## src/rtl/exec_pkg.sv

```systemverilog
// Shared definitions for the execute stage: alu_op codes, control-word layout,
// FSM state codes and flag bit positions.
package exec_pkg;
  localparam int DATA_W = 16;

  localparam logic [3:0] OP_NOP  = 4'd0;
  localparam logic [3:0] OP_MOV  = 4'd1;
  localparam logic [3:0] OP_ADD  = 4'd2;
  localparam logic [3:0] OP_SUB  = 4'd3;
  localparam logic [3:0] OP_AND  = 4'd4;
  localparam logic [3:0] OP_OR   = 4'd5;
  localparam logic [3:0] OP_NOT  = 4'd6;
  localparam logic [3:0] OP_INC  = 4'd7;
  localparam logic [3:0] OP_DEC  = 4'd8;
  localparam logic [3:0] OP_SHL  = 4'd9;
  localparam logic [3:0] OP_SHR  = 4'd10;
  localparam logic [3:0] OP_MUL  = 4'd11;
  localparam logic [3:0] OP_SETC = 4'd12;
  localparam logic [3:0] OP_CLRC = 4'd13;

  localparam int CTRL_USE_IMM   = 4;
  localparam int CTRL_REG_WRITE = 5;
  localparam int CTRL_MEM_READ  = 6;
  localparam int CTRL_MEM_WRITE = 7;

  localparam int FLAG_Z = 0;
  localparam int FLAG_N = 1;
  localparam int FLAG_C = 2;

  localparam logic [0:0] ST_IDLE = 1'b0;
  localparam logic [0:0] ST_MUL  = 1'b1;
endpackage

```

## src/rtl/exec_if.sv

```systemverilog
// Decode->execute bundle and execute->memory result bundle as one interface.
interface exec_if;
  import exec_pkg::*;

  // A bundle transfers on a rising edge where in_valid && !stall && !flush; decode
  // holds its bundle while stall is high. out_valid pulses for one cycle per
  // completed bundle and is never back-pressured.
  logic              in_valid;
  logic [DATA_W-1:0] Imm_value_execute;
  logic [4:0]        shmnt_execute;
  logic [DATA_W-1:0] Rs_data_execute;
  logic [DATA_W-1:0] Rd_data_execute;
  logic [2:0]        Rd_execute;
  logic [7:0]        control_signals_execute;
  logic              flush;
  logic              stall;
  logic [DATA_W-1:0] result_mem;
  logic [DATA_W-1:0] store_data_mem;
  logic [2:0]        Rd_mem;
  logic [2:0]        ctrl_mem;
  logic              out_valid;
  logic [2:0]        flags;
  logic [0:0]        state_dbg;

  modport master (
    output in_valid, Imm_value_execute, shmnt_execute, Rs_data_execute,
           Rd_data_execute, Rd_execute, control_signals_execute, flush,
    input  stall, result_mem, store_data_mem, Rd_mem, ctrl_mem, out_valid,
           flags, state_dbg
  );

  modport slave (
    input  in_valid, Imm_value_execute, shmnt_execute, Rs_data_execute,
           Rd_data_execute, Rd_execute, control_signals_execute, flush,
    output stall, result_mem, store_data_mem, Rd_mem, ctrl_mem, out_valid,
           flags, state_dbg
  );
endinterface

```

## src/rtl/exec_mul_seq.sv

```systemverilog
// Sequential shift-add multiplier; one partial product per clock, owns the
// IDLE/MUL state of the execute stage.
module exec_mul_seq
  import exec_pkg::*;
#(
  parameter int WIDTH      = 16,
  parameter int MUL_CYCLES = 16
) (
  input  logic               clk,
  input  logic               rst_n,
  input  logic               start,
  input  logic               abort,
  input  logic [WIDTH-1:0]   a,
  input  logic [WIDTH-1:0]   b,
  output logic [0:0]         state,
  output logic               busy,
  output logic               done,
  output logic [2*WIDTH-1:0] product_next
);
  localparam int CNT_W = $clog2(MUL_CYCLES);
  localparam logic [CNT_W-1:0] LAST = CNT_W'(MUL_CYCLES - 1);

  logic [CNT_W-1:0]   count;
  logic [2*WIDTH-1:0] acc;
  logic [2*WIDTH-1:0] mcand;
  logic [WIDTH-1:0]   mplier;

  assign busy = (state == ST_MUL);
  assign done = busy && (count == LAST);
  // Final product is presented combinationally so the stage registers it on the last iteration edge.
  assign product_next = acc + (mplier[0] ? mcand : '0);

  always_ff @(posedge clk or negedge rst_n) begin
    if (!rst_n) begin
      state  <= ST_IDLE;
      count  <= '0;
      acc    <= '0;
      mcand  <= '0;
      mplier <= '0;
    end else if (abort) begin
      state <= ST_IDLE;
      count <= '0;
    end else begin
      case (state)
        ST_IDLE: begin
          if (start) begin
            state  <= ST_MUL;
            count  <= '0;
            acc    <= '0;
            mcand  <= {{WIDTH{1'b0}}, a};
            mplier <= b;
          end
        end
        default: begin
          acc    <= product_next;
          mcand  <= mcand << 1;
          mplier <= mplier >> 1;
          count  <= count + CNT_W'(1);
          if (count == LAST) state <= ST_IDLE;
        end
      endcase
    end
  end
endmodule

```

## src/rtl/exec_stage.sv

```systemverilog
// Execute stage: combinational ALU and flag update with a registered result
// bundle; MUL is delegated to exec_mul_seq and stalls decode while it runs.
module exec_stage
  import exec_pkg::*;
#(
  parameter int WIDTH      = 16,
  parameter int MUL_CYCLES = 16
) (
  input logic   clk,
  input logic   rst_n,
  exec_if.slave bus
);
  logic [3:0]         op;
  logic [WIDTH-1:0]   op_a;
  logic [WIDTH-1:0]   op_b;
  logic               accept;
  logic               mul_busy;
  logic               mul_done;
  logic [0:0]         mul_state;
  logic [2*WIDTH-1:0] mul_prod;
  logic [2*WIDTH-1:0] shl_wide;
  logic [2*WIDTH-1:0] shr_wide;
  logic               sh_zero;
  logic               sh_over;
  logic [WIDTH-1:0]   alu_res;
  logic               alu_c;
  logic               upd_zn;
  logic [WIDTH-1:0]   result_q;
  logic [WIDTH-1:0]   store_q;
  logic [2:0]         rd_q;
  logic [2:0]         ctrl_q;
  logic [2:0]         flags_q;
  logic               valid_q;
  logic [WIDTH-1:0]   pend_store;
  logic [2:0]         pend_rd;
  logic [2:0]         pend_ctrl;
  logic [2:0]         ctrl_in;

  assign op      = bus.control_signals_execute[3:0];
  assign op_a    = bus.Rd_data_execute;
  assign op_b    = bus.control_signals_execute[CTRL_USE_IMM] ? bus.Imm_value_execute
                                                             : bus.Rs_data_execute;
  assign ctrl_in = {bus.control_signals_execute[CTRL_MEM_WRITE],
                    bus.control_signals_execute[CTRL_MEM_READ],
                    bus.control_signals_execute[CTRL_REG_WRITE]};
  assign accept  = bus.in_valid && !mul_busy && !bus.flush;

  exec_mul_seq #(.WIDTH(WIDTH), .MUL_CYCLES(MUL_CYCLES)) u_mul (
    .clk          (clk),
    .rst_n        (rst_n),
    .start        (accept && (op == OP_MUL)),
    .abort        (bus.flush),
    .a            (op_a),
    .b            (op_b),
    .state        (mul_state),
    .busy         (mul_busy),
    .done         (mul_done),
    .product_next (mul_prod)
  );

  // Carry for shifts is the bit just beyond the kept window of the widened operand.
  assign shl_wide = {{WIDTH{1'b0}}, op_a} << bus.shmnt_execute;
  assign shr_wide = {op_a, {WIDTH{1'b0}}} >> bus.shmnt_execute;
  assign sh_zero  = (bus.shmnt_execute == 5'd0);
  assign sh_over  = (bus.shmnt_execute > 5'd16);

  always_comb begin
    alu_res = '0;
    alu_c   = flags_q[FLAG_C];
    upd_zn  = 1'b0;
    case (op)
      OP_MOV: alu_res = op_b;
      OP_ADD: begin {alu_c, alu_res} = {1'b0, op_a} + {1'b0, op_b}; upd_zn = 1'b1; end
      OP_SUB: begin {alu_c, alu_res} = {1'b0, op_a} - {1'b0, op_b}; upd_zn = 1'b1; end
      OP_AND: begin alu_res = op_a & op_b; upd_zn = 1'b1; end
      OP_OR:  begin alu_res = op_a | op_b; upd_zn = 1'b1; end
      OP_NOT: begin alu_res = ~op_a; upd_zn = 1'b1; end
      OP_INC: begin {alu_c, alu_res} = {1'b0, op_a} + (WIDTH+1)'(1); upd_zn = 1'b1; end
      OP_DEC: begin {alu_c, alu_res} = {1'b0, op_a} - (WIDTH+1)'(1); upd_zn = 1'b1; end
      OP_SHL: begin
        upd_zn = 1'b1;
        if (sh_over) begin alu_res = '0; alu_c = 1'b0; end
        else if (sh_zero) alu_res = op_a;
        else begin alu_res = shl_wide[WIDTH-1:0]; alu_c = shl_wide[WIDTH]; end
      end
      OP_SHR: begin
        upd_zn = 1'b1;
        if (sh_over) begin alu_res = '0; alu_c = 1'b0; end
        else if (sh_zero) alu_res = op_a;
        else begin alu_res = shr_wide[2*WIDTH-1:WIDTH]; alu_c = shr_wide[WIDTH-1]; end
      end
      OP_SETC: alu_c = 1'b1;
      OP_CLRC: alu_c = 1'b0;
      default: ;
    endcase
  end

  always_ff @(posedge clk or negedge rst_n) begin
    if (!rst_n) begin
      result_q   <= '0;
      store_q    <= '0;
      rd_q       <= '0;
      ctrl_q     <= '0;
      flags_q    <= '0;
      valid_q    <= 1'b0;
      pend_store <= '0;
      pend_rd    <= '0;
      pend_ctrl  <= '0;
    end else if (bus.flush) begin
      valid_q <= 1'b0;
    end else if (mul_done) begin
      result_q        <= mul_prod[WIDTH-1:0];
      store_q         <= pend_store;
      rd_q            <= pend_rd;
      ctrl_q          <= pend_ctrl;
      flags_q[FLAG_Z] <= (mul_prod[WIDTH-1:0] == '0);
      flags_q[FLAG_N] <= mul_prod[WIDTH-1];
      flags_q[FLAG_C] <= |mul_prod[2*WIDTH-1:WIDTH];
      valid_q         <= 1'b1;
    end else if (accept && (op == OP_MUL)) begin
      // Bundle fields are parked until the product is ready.
      pend_store <= op_a;
      pend_rd    <= bus.Rd_execute;
      pend_ctrl  <= ctrl_in;
      valid_q    <= 1'b0;
    end else if (accept) begin
      result_q        <= alu_res;
      store_q         <= op_a;
      rd_q            <= bus.Rd_execute;
      ctrl_q          <= ctrl_in;
      flags_q[FLAG_C] <= alu_c;
      if (upd_zn) begin
        flags_q[FLAG_Z] <= (alu_res == '0);
        flags_q[FLAG_N] <= alu_res[WIDTH-1];
      end
      valid_q <= 1'b1;
    end else begin
      valid_q <= 1'b0;
    end
  end

  assign bus.stall          = mul_busy;
  assign bus.result_mem     = result_q;
  assign bus.store_data_mem = store_q;
  assign bus.Rd_mem         = rd_q;
  assign bus.ctrl_mem       = ctrl_q;
  assign bus.flags          = flags_q;
  assign bus.out_valid      = valid_q;
  assign bus.state_dbg      = mul_state;
endmodule
```

## src/flat_wrapper.sv

```systemverilog
// flat-port wrapper written by rule: the top's interface ports become plain ports
module exec_stage_flat import exec_pkg::*;
#(
  parameter int WIDTH      = 16,
  parameter int MUL_CYCLES = 16
)
  (clk, rst_n, bus_in_valid, bus_Imm_value_execute, bus_shmnt_execute, bus_Rs_data_execute, bus_Rd_data_execute, bus_Rd_execute, bus_control_signals_execute, bus_flush, bus_stall, bus_result_mem, bus_store_data_mem, bus_Rd_mem, bus_ctrl_mem, bus_out_valid, bus_flags, bus_state_dbg);
  exec_if bus_i ();
  input logic clk;
  input logic rst_n;
  input wire logic [$bits(bus_i.in_valid)-1:0] bus_in_valid;
  input wire logic [$bits(bus_i.Imm_value_execute)-1:0] bus_Imm_value_execute;
  input wire logic [$bits(bus_i.shmnt_execute)-1:0] bus_shmnt_execute;
  input wire logic [$bits(bus_i.Rs_data_execute)-1:0] bus_Rs_data_execute;
  input wire logic [$bits(bus_i.Rd_data_execute)-1:0] bus_Rd_data_execute;
  input wire logic [$bits(bus_i.Rd_execute)-1:0] bus_Rd_execute;
  input wire logic [$bits(bus_i.control_signals_execute)-1:0] bus_control_signals_execute;
  input wire logic [$bits(bus_i.flush)-1:0] bus_flush;
  output wire logic [$bits(bus_i.stall)-1:0] bus_stall;
  output wire logic [$bits(bus_i.result_mem)-1:0] bus_result_mem;
  output wire logic [$bits(bus_i.store_data_mem)-1:0] bus_store_data_mem;
  output wire logic [$bits(bus_i.Rd_mem)-1:0] bus_Rd_mem;
  output wire logic [$bits(bus_i.ctrl_mem)-1:0] bus_ctrl_mem;
  output wire logic [$bits(bus_i.out_valid)-1:0] bus_out_valid;
  output wire logic [$bits(bus_i.flags)-1:0] bus_flags;
  output wire logic [$bits(bus_i.state_dbg)-1:0] bus_state_dbg;
  assign bus_i.in_valid = bus_in_valid;
  assign bus_i.Imm_value_execute = bus_Imm_value_execute;
  assign bus_i.shmnt_execute = bus_shmnt_execute;
  assign bus_i.Rs_data_execute = bus_Rs_data_execute;
  assign bus_i.Rd_data_execute = bus_Rd_data_execute;
  assign bus_i.Rd_execute = bus_Rd_execute;
  assign bus_i.control_signals_execute = bus_control_signals_execute;
  assign bus_i.flush = bus_flush;
  assign bus_stall = bus_i.stall;
  assign bus_result_mem = bus_i.result_mem;
  assign bus_store_data_mem = bus_i.store_data_mem;
  assign bus_Rd_mem = bus_i.Rd_mem;
  assign bus_ctrl_mem = bus_i.ctrl_mem;
  assign bus_out_valid = bus_i.out_valid;
  assign bus_flags = bus_i.flags;
  assign bus_state_dbg = bus_i.state_dbg;
  exec_stage #(.WIDTH(WIDTH), .MUL_CYCLES(MUL_CYCLES)) u_core (.clk(clk), .rst_n(rst_n), .bus(bus_i));
endmodule
```

## config.mk

```make
export PLATFORM = sky130hd
export DESIGN_NAME = exec_stage_flat
export DESIGN_NICKNAME = d
export VERILOG_FILES = /design/src/rtl/exec_pkg.sv /design/src/rtl/exec_if.sv /design/src/rtl/exec_mul_seq.sv /design/src/rtl/exec_stage.sv /design/src/flat_wrapper.sv
export SDC_FILE = /design/constraint.sdc
export NUM_CORES = 1
export LEC_CHECK = 0
export CORE_ASPECT_RATIO = 1.2
export CORE_MARGIN = 1.5
export CORE_UTILIZATION = 45
export DETAILED_ROUTE_END_ITERATION = 16
export PLACE_DENSITY = 0.71
export SYNTH_ARGS = -nofsm -noshare
export SYNTH_HDL_FRONTEND = slang
export SYNTH_SLANG_ARGS = --single-unit
```

## constraint.sdc

```tcl
create_clock -name clk -period 5.8 [get_ports clk]
set_input_delay 0.58 -clock clk [delete_from_list [all_inputs] [get_ports clk]]
set_output_delay 0.58 -clock clk [all_outputs]
set_load 0.01 [all_outputs]
```

After elaboration in Yosys (flattened, before gate mapping)
Index checks and enable logic that the tools add are counted.
{ "op_classes": {"add_sub_neg": 6, "mul": 0, "n_div": 0, "magnitude_cmp": 1, "eq_ne": 17, "n_shift": 2, "muxes": 46, "n_bitwise": 5, "n_reduce_logical": 21} }
{ "op_table": {"columns": ["operator", "count"], "rows": [
  ["16-bit two-way mux", 13],
  ["32-bit two-way mux", 5],
  ["16-bit case mux with 10 select lines", 1],
  ["32-bit adder", 1],
  ["16-bit zero test", 2],
  ["32-bit by 5-bit right shift with 32-bit output", 1],
  ["4-bit == test (second input constant)", 7],
  ["3-bit two-way mux", 9],
  ["16-bit by 1-bit adder with 17-bit output (second input constant)", 1],
  ["16-bit by 16-bit adder with 17-bit output", 1],
  ["16-bit by 5-bit left shift with 17-bit output", 1],
  ["16-bit by 1-bit subtractor with 17-bit output (second input constant)", 1],
  ["16-bit by 16-bit subtractor with 17-bit output", 1],
  ["16-bit bitwise AND", 1],
  ["4-bit by 3-bit == test with 1-bit output (second input constant)", 4],
  ["16-bit inverter", 1],
  ["16-bit OR", 1],
  ["16-bit OR reduction", 1],
  ["1-bit two-way mux", 13],
  ["4-bit two-way mux", 3],
  ["9-bit nonzero test", 1],
  ["9-bit OR reduction", 1],
  ["4-bit by 2-bit == test with 1-bit output (second input constant)", 2],
  ["4-bit by 3-bit != test with 1-bit output (second input constant)", 2],
  ["other kinds (16)", 24]
]} }
{ "totals": {"reg_bits": 149, "latch_bits": 0, "ram_bits": 0, "mem_bits_ro": 0, "input_bits": 68, "out_inout_bits": 44, "memories": 0} }

Depth between registers and ports, before layout
Gate-level depths: netlist of run 1.
{ "depth": {"ltp_word": 9, "mapped_depth": 16, "depth_no_buf": 14} }

Hierarchy
A second synthesis of run 1 with hierarchy kept.
{ "unflattened": {"cells_unflattened": 1607, "hier_area_um2": 13833.3} }
{ "modules_own_cells": {"columns": ["module", "instances", "cells_per_inst", "area_each_um2", "seq_area_each_um2"], "rows": [
  ["exec_stage", 1, 1068, 8622.0, 1601.5],
  ["exec_mul_seq", 1, 539, 5211.2, 2127.0]
]} }

Worst setup path after synthesis of run 1
OpenSTA, ideal clock, no wires.
{ "synth_timing": {"path_kind": "input to register", "start": "input port bus_control_signals_execute[4]", "end": "register u_core.flags_q[1], in the netlist u_core.bus.flags[1]", "setup_time_ns": 0.121, "t_arrival_ns": 3.791, "slack_ns": 1.888, "cell_stages": 13, "n_path_buf": 2, "path_cell_list": "buf_6 buf_1 mux2i_1 ha_1 nor2_1 o311ai_1 a2111oi_2 nor4b_1 o31a_1 o211ai_1 o211ai_1 nand2b_1 a22o_1"} }
{ "synth_between": {"elab_chain_len": 7, "elab_cells_between_ends": 10, "cone_classes": "add/sub: 2; mux: 6; bitwise: 2"} }
{ "synth_lines": {"columns": ["element", "line_no", "rtl"], "rows": [
  ["start: declaration", "flat_wrapper.sv:17", "input wire logic [$bits(bus_i.control_signals_execute)-1:0] bus_control_signals_execute;"],
  ["16-bit two-way mux *", "exec_stage.sv:41", "assign op_b = bus.control_signals_execute[CTRL_USE_IMM] ? bus.Imm_value_execute"],
  ["16-bit by 16-bit subtractor with 17-bit output (tied with other cells)", "exec_stage.sv:74", "OP_SUB: begin {alu_c, alu_res} = {1'b0, op_a} - {1'b0, op_b}; upd_zn = 1'b1; end"],
  ["16-bit case mux with 10 select lines *", "exec_stage.sv:71", "case (op)"],
  ["2-bit two-way mux *", "exec_stage.sv:132", "if (upd_zn) begin"],
  ["3-bit two-way mux *", "exec_stage.sv:126", "end else if (accept) begin"],
  ["3-bit two-way mux *", "exec_stage.sv:120", "end else if (accept && (op == OP_MUL)) begin"],
  ["3-bit two-way mux *", "exec_stage.sv:111", "end else if (mul_done) begin"],
  ["end signal: indexed assignment", "exec_stage.sv:131", "flags_q[FLAG_C] <= alu_c;"],
  ["end signal: indexed assignment", "exec_stage.sv:133", "flags_q[FLAG_Z] <= (alu_res == '0);"],
  ["end signal: indexed assignment", "exec_stage.sv:134", "flags_q[FLAG_N] <= alu_res[WIDTH-1];"],
  ["end: declaration", "exec_stage.sv:32", "logic [2:0] flags_q;"]
]} }
Mark *: on every way between the ends. The rest lies on a longest branch, timed or not. The select of a mux whose other input is x is not followed.
A chain may end at the register's enable or synchronous reset.

Worst setup path after layout of run 1
{ "layout_timing": {"start": "register u_core.u_mul.mplier[0]", "end": "register u_core.flags_q[2], in the netlist u_core.bus.flags[2]"} }
{ "layout_between": {"elab_chain_len": 4} }
{ "layout_lines": {"columns": ["element", "line_no", "rtl"], "rows": [
  ["start: declaration", "exec_mul_seq.sv:26", "logic [WIDTH-1:0] mplier;"],
  ["start signal: assignment", "exec_mul_seq.sv:57", "mplier <= mplier >> 1;"],
  ["32-bit two-way mux", "exec_mul_seq.sv:31", "assign product_next = acc + (mplier[0] ? mcand : '0);"],
  ["32-bit adder", "exec_mul_seq.sv:31", null],
  ["16-bit OR reduction", "exec_stage.sv:118", "flags_q[FLAG_C] <= |mul_prod[2*WIDTH-1:WIDTH];"],
  ["3-bit two-way mux", "exec_stage.sv:111", null],
  ["end signal: indexed assignment", "exec_stage.sv:116", "flags_q[FLAG_Z] <= (mul_prod[WIDTH-1:0] == '0);"],
  ["end signal: indexed assignment", "exec_stage.sv:117", "flags_q[FLAG_N] <= mul_prod[WIDTH-1];"],
  ["end signal: indexed assignment", "exec_stage.sv:118", null]
]} }
Every way passes these cells.

==> flow_summary_export.csv, run 1 <==
group,metric,value,unit
floorplanning,dieWidth,164,µm
flow_run,max_cap_violations,0,
critical_path,critPathCaptureType,"flop",
detailed_routing,drtPass1Iterations,6,
pwr,powerDensity,229,nW/µm²
pwr,ir_worst_vdd,0.000217,V
critical_path,start_kind,"flop",
sta,final_hold_viol_count,0,
clock_tree,clock_latency,0.44,ns
clock_tree,cts_made_buffers,17,
floorplanning,io_pins,112,
floorplanning,start_util,45.9,%
logic_synthesis,avgSynthCellArea,8.06,µm²
sta,fin_crit,4.67,ns
logic_synthesis,synth_largest_area_cell,"dfrtp_1",
global_routing,grt_pass1_wl,79800,µm
sta,slew_viol_final,0,
clock_tree,clk_path_buf_depth,2,
final_layout,drive_gt1_share,8.50,%
placed_design,place_congestion,1.08,
detailed_routing,num_vias,14400,
clock_tree,htreeDepth,4,
critical_path,r2r-end,"u_core.bus.flags[2]",
floorplanning,num_rows,70,
logic_synthesis,synthesis.nets,1900,
clock_tree,post_cts_resized,0,
detailed_routing,drc,0,
critical_path,crit_type,"reg -> reg",
sta,max_freq,214,MHz
clock_tree,postCtsSetupBuffers,0,
floorplanning,core,30700,µm²
logic_synthesis,synth_edf_count,0,
global_routing,grt_max_degree,112,
placed_design,place_hpwl,38700,µm
logic_synthesis,synth.top_cell.area_share,26.5,%
final_layout,num-fill-cells,2892,
sta,setup-tns-final,0,ns
final_layout,antennaDiodeCount,0,
sta,finClkSkew,0.0103,ns
detailed_routing,vias_per_cell,6.57,
final_layout,nets,1942,
global_routing,grt_usage,32.2,%
critical_path,r2r_slack,1.13,ns
sta,min_period_over_period,80.6,%
clock_tree,root_buffer,"clkbuf_16",
floorplanning,die_h,197,µm
clock_tree,hold_buffers,0,
critical_path,cp_max_fo,22,
sta,worstMarginPinSlew,1.08,ns
placed_design,portBuffers,111,
global_routing,grt_pass1_vias,13800,
detailed_routing,post_drt_wl_per_cell,23.7,µm
sta,finalSetupViolations,0,
logic_synthesis,yosysMostFrequentCell,"nand2_1",
final_layout,register_area,3730,µm²
critical_path,arrival,4.96,ns
run_status,outcome,"completed",
detailed_routing,drt_iter0_markers,1703,
pwr,leakage,6.97,nW
placed_design,dp.cells,2164,
sta,relSlewSlack,26.6,%
clock_tree,clk_pin_slew,0.07,ns
final_layout,multi_input_area,9520,µm²
logic_synthesis,synth_area_leaders,"dfrtp_1 27%, ha_1 7.5%, nand2_1 5.5%, mux2i_1 4.4%, o21ai_0 4.3%",
global_routing,grt-ovfl-total,0,
clock_tree,cts_sinks,149,
critical_path,r2r-start,"u_core.u_mul.mplier[0]",
logic_synthesis,seq_area_frac_synth,26.5,%
logic_synthesis,syn_area,14100,µm²
logic_synthesis,synth.distinct_cells,99,
critical_path,r2r_cells,12,
logic_synthesis,ys_top_cells_by_count,"207 x nand2_1, 149 x dfrtp_1, 146 x nor2_1, 120 x o21ai_0, 96 x clkbuf_1",
logic_synthesis,synth_seq_cells,149,
clock_tree,tritoncts,"yes",
detailed_routing,wl,52000,µm
logic_synthesis,netlist_instances,1745,
critical_path,required,6.08,ns
worst_hold_path,min_path_type,"in -> async",
global_routing,antenna_found_initial,0,
sta,rsz0062_at_grt,"false",
logic_synthesis,ys_warn_count,0,
floorplanning,die-area,32300,µm²
logic_synthesis,ys_async_sr_fraction,100,%
logic_synthesis,synth_flop_cell,"dfrtp_1",
final_layout,layoutNonFillerInstCount,2196,
detailed_routing,final_antenna_net_count,0,
final_layout,areaGrowthSynthToFinish,14.6,%
## metrics by stage
step / instance area [µm²] / util (%) / hold WS, ns / setup WS [ns] / power (mW)
2_1_floorplan: 14100 / - / 0.284 / 1.89 / 1.99
3_3_place_gp: 15500 / 50.5 / 0.457 / 0.968 / 2.44
3_5_place_dp: 15500 / 50.5 / 0.462 / 0.924 / 2.46
4_1_cts: 16100 / 52.6 / 0.306 / 1.12 / 3.69
5_1_grt: 16100 / 52.6 / 0.344 / 0.926 / 3.87
6_report: 16100 / 52.6 / 0.259 / 1.13 / 3.69
## placed cells by master (no fill, tap or decap), types with 25 or more instances in the layout
cell	instances
a211oi_1	28
a21o_1	25
a21oi_1	94
a22o_1	35
a31oi_1	38
and2_1	43
buf_4	52
clkdlybuf4s50_1	108
dfrtp_1	148
ha_1	84
inv_1	61
mux2i_1	62
nand2_1	207
nand3_1	39
nor2_1	145
nor3_1	42
o21ai_0	120
xnor2_1	29
## power breakdown
part | internal [mW] | total, mW | switching, mW
clock | 0.749 | 1.22 | 0.474
combinational | 0.475 | 1.15 | 0.676
sequential | 1.19 | 1.31 | 0.120
total | 2.42 | 3.69 | 1.27
## cells by family (layout without fill, tap and decap cells)
kind of cell | after synthesis | in the layout | share of synthesized area [%]
AND/OR/NAND/NOR | 636 | 636 | 22.2
AO/OA/AOI/OAI | 530 | 530 | 25.9
buffers and inverters | 202 | 257 | 5.94
flip-flops | 149 | 149 | 26.5
multiplexers | 97 | 97 | 8.82
adder cells (fa/ha/maj) | 87 | 87 | 7.90
XOR/XNOR | 44 | 44 | 2.74
## final cells by class
cell class                 instances  share of cell area (%)
tap                              396                    3.08
timing repair buffer             163                    9.26
sequential                       149                    23.1
inverter                          62                    1.44
multi-input combinational       1394                    59.1
clock buffer                      19                    2.81
clock inverter                    13                    1.20
## worst max-delay path: stages (launching register included)
cell      delay (ns)
dfrtp_1         0.66
and2_1          0.28
ha_1            0.23
fa_1            0.48
a211oi_2        0.31
o211a_1         0.23
nor3_2          0.09
o211a_1         0.29
o41a_1          0.40
xor2_1          0.16
or4_1           0.53
nor4_1          0.75
nor2_1          0.08
## sequential cells by signal, indices dropped and copies added (netlist names), 4 cells and up
name / cells
u_core.bus.result_mem: 16
u_core.u_mul.count: 4
u_core.u_mul.mplier: 16
u_core.pend_store: 16
u_core.bus.store_data_mem: 16
u_core.u_mul.acc: 32
u_core.u_mul.mcand: 32
## how the worst max path moves through the flow
stage / cells past startpoint / startpoint / end
3_3_place_gp: 14 / bus_control_signals_execute[4] / u_core.bus.flags[0]
2_1_floorplan: 13 / bus_control_signals_execute[4] / u_core.bus.flags[1]
4_1_cts: 12 / u_core.u_mul.mplier[0] / u_core.bus.flags[2]
6_report: 12 / u_core.u_mul.mplier[0] / u_core.bus.flags[2]
5_1_grt: 12 / u_core.u_mul.mplier[0] / u_core.bus.flags[2]
3_5_place_dp: 14 / bus_control_signals_execute[4] / u_core.bus.flags[0]
## metal layers
| metal | track usage (%) | part of all wire [%] | vias up |
|---|---|---|---|
| li1 | - | - | 6531 |
| met1 | 40.4 | 39 | 6938 |
| met2 | 52.0 | 47 | 773 |
| met3 | 5.13 | 7.7 | 175 |
| met4 | 19.4 | 6.0 | 0 |
| met5 | 0 | 0 | - |
No activity file was read; power rests on OpenSTA's default activity.
==> inputs of run 2 (changes only) <==
--- a/config.mk
+++ b/config.mk
@@ -9,7 +9,7 @@
 export CORE_MARGIN = 1.5
 export CORE_UTILIZATION = 45
 export DETAILED_ROUTE_END_ITERATION = 16
-export PLACE_DENSITY = 0.71
+export PLACE_DENSITY = 0.74
 export SYNTH_ARGS = -nofsm -noshare
 export SYNTH_HDL_FRONTEND = slang
 export SYNTH_SLANG_ARGS = --single-unit
==> constraint.sdc (replaced) <==
create_clock -name clk -period 4.29 [get_ports clk]
set_input_delay 0.429 -clock clk [delete_from_list [all_inputs] [get_ports clk]]
set_output_delay 0.429 -clock clk [all_outputs]
set_load 0.01 [all_outputs]
==> flow_summary_export.csv, run 2 (same netlist as run 1, synthesis figures left out) <==
group,metric,value,unit
floorplanning,num_rows,70,
detailed_routing,wl,56000,µm
critical_path,cp_max_fo,11,
pwr,seq_power_share,35.7,%
final_layout,final_common_cell,"nand2_1",
floorplanning,die_h,197,µm
flow_run,max_cap_violations,0,
floorplanning,start_util,45.9,%
final_layout,nets,2018,
sta,fin_crit,3.91,ns
sta,worstMarginPinSlew,1.10,ns
clock_tree,clk_path_buf_depth,2,
detailed_routing,vias_per_cell,6.54,
final_layout,final_cell_mix,"207 x nand2_1, 148 x dfrtp_1, 145 x nor2_1, 124 x buf_4, 120 x o21ai_0",
sta,finClkSkew,0.0110,ns
detailed_routing,drt_iter0_markers,1757,
critical_path,critPathCaptureType,"flop",
final_layout,antennaDiodeCount,0,
global_routing,grt_max_degree,101,
floorplanning,die-area,32300,µm²
clock_tree,hold_buffers,0,
final_layout,drive_gt1_share,12.2,%
clock_tree,htreeDepth,4,
pwr,power.switching,1.76,mW
sta,finalSetupViolations,0,
clock_tree,post_cts_resized,0,
sta,setup-tns-final,0,ns
pwr,swShare,35.5,%
clock_tree,clk_pin_slew,0.07,ns
pwr,p_int,3.20,mW
detailed_routing,post_drt_wl_per_cell,24.7,µm
clock_tree,cts_sinks,149,
global_routing,grt_pass1_wl,85700,µm
clock_tree,root_buffer,"clkbuf_16",
run_status,outcome,"completed",
pwr,combPwrFrac,33.7,%
clock_tree,postCtsSetupBuffers,0,
clock_tree,cts_made_buffers,17,
global_routing,grt-ovfl-total,0,
pwr,powerDensity,297,nW/µm²
detailed_routing,drc,0,
final_layout,areaGrowthSynthToFinish,18.5,%
sta,slew_viol_final,0,
pwr,clkPwrFrac,30.7,%
sta,final_hold_viol_count,0,
placed_design,place_congestion,1.02,
global_routing,grt_usage,35.0,%
final_layout,final_core_util,54.4,%
global_routing,antenna_found_initial,0,
critical_path,crit_type,"reg -> reg",
sta,max_freq,255,MHz
detailed_routing,num_vias,14900,
sta,rsz0062_at_grt,"false",
pwr,ir_worst_vdd,0.000277,V
sta,min_period_over_period,91.2,%
placed_design,portBuffers,111,
global_routing,grt_pass1_vias,14300,
final_layout,reg_top3,"u_core.u_mul.acc: 32 flops, u_core.u_mul.mcand: 32 flops",
sta,relSlewSlack,25.3,%
floorplanning,dieWidth,164,µm
clock_tree,tritoncts,"yes",
critical_path,arrival,4.22,ns
critical_path,start_kind,"flop",
clock_tree,clock_latency,0.44,ns
critical_path,r2r_cells,12,
placed_design,place_hpwl,42600,µm
floorplanning,io_pins,112,
detailed_routing,drtPass1Iterations,7,
floorplanning,core,30700,µm²
worst_hold_path,min_path_type,"in -> async",
critical_path,required,4.59,ns
detailed_routing,final_antenna_net_count,0,
pwr,leakage,7.33,nW
==> run 2: cell types whose count changed in the layout (fill, tap and decap cells not counted) <==
cell,previous run,this run
buf_4,52,124
buf_12,0,4
bufinv_16,4,2
clkinv_2,1,3
clkbuf_8,2,1
clkinv_4,4,3
inv_8,0,1
==> run 2: per-stage QoR <==
stage	power, mW	cells	instance area (µm²)	hold slack, ns	setup WS, ns
after floorplan	2.69	1745	14100	0.133	0.529
after global placement	3.40	2240	16100	0.457	0.0802
after detailed placement	3.43	2240	16100	0.463	0.0926
after CTS	4.95	2271	16700	0.121	0.390
after global routing	5.18	2271	16700	0.163	0.214
final	4.96	2271	16700	0.0794	0.376
==> run 2: critical path, stage by stage (launching register included) <==
cell	delay [ns]
dfrtp_1	0.46
and2_1	0.18
ha_1	0.22
fa_1	0.48
a211oi_2	0.31
o211a_1	0.23
nor3_2	0.09
o211a_1	0.27
o41a_1	0.39
xor2_1	0.18
or4_1	0.51
nor4_1	0.37
nor2_1	0.07
==> run 2: final timing paths <==
kind	startpoint	end	slack, ns
worst max-delay path	u_core.u_mul.mplier[0]	u_core.bus.flags[2]	0.38
worst min-delay path	rst_n	u_core.pend_ctrl[0]	0.08
worst max register to register	u_core.u_mul.mplier[0]	u_core.bus.flags[2]	0.38
worst min register to register	u_core.bus.result_mem[1]	u_core.bus.result_mem[1]	0.48
max in group asynchronous	rst_n	u_core.u_mul.acc[8]	3.19
min in group clk	u_core.bus.result_mem[1]	u_core.bus.result_mem[1]	0.48
==> run 2: layer usage <==
layer	share of wire [%]	GRT usage (%)
met5	0	0
met4	6.4	19.7
met3	8.0	4.92
met2	47	57.3
met1	39	44.1
==> run 2: power by group through the flow <==
stage	Combinational, mW	Clock (mW)	Sequential [mW]
2_1_floorplan	0.920	0	1.77
3_3_place_gp	1.62	0	1.78
3_5_place_dp	1.64	0	1.79
4_1_cts	1.65	1.54	1.77
5_1_grt	1.81	1.59	1.79
6_report	1.67	1.52	1.77
==> run 2: cell type report <==
class / instances / area [µm²]
well taps: 396 / 495
clock buffers: 18 / 439
inverters: 62 / 233
flip-flops and latches: 149 / 3730
multi-input cells: 1394 / 9520
repair buffers: 239 / 2110
fillers: 2955 / 14000
clock inverters: 13 / 146
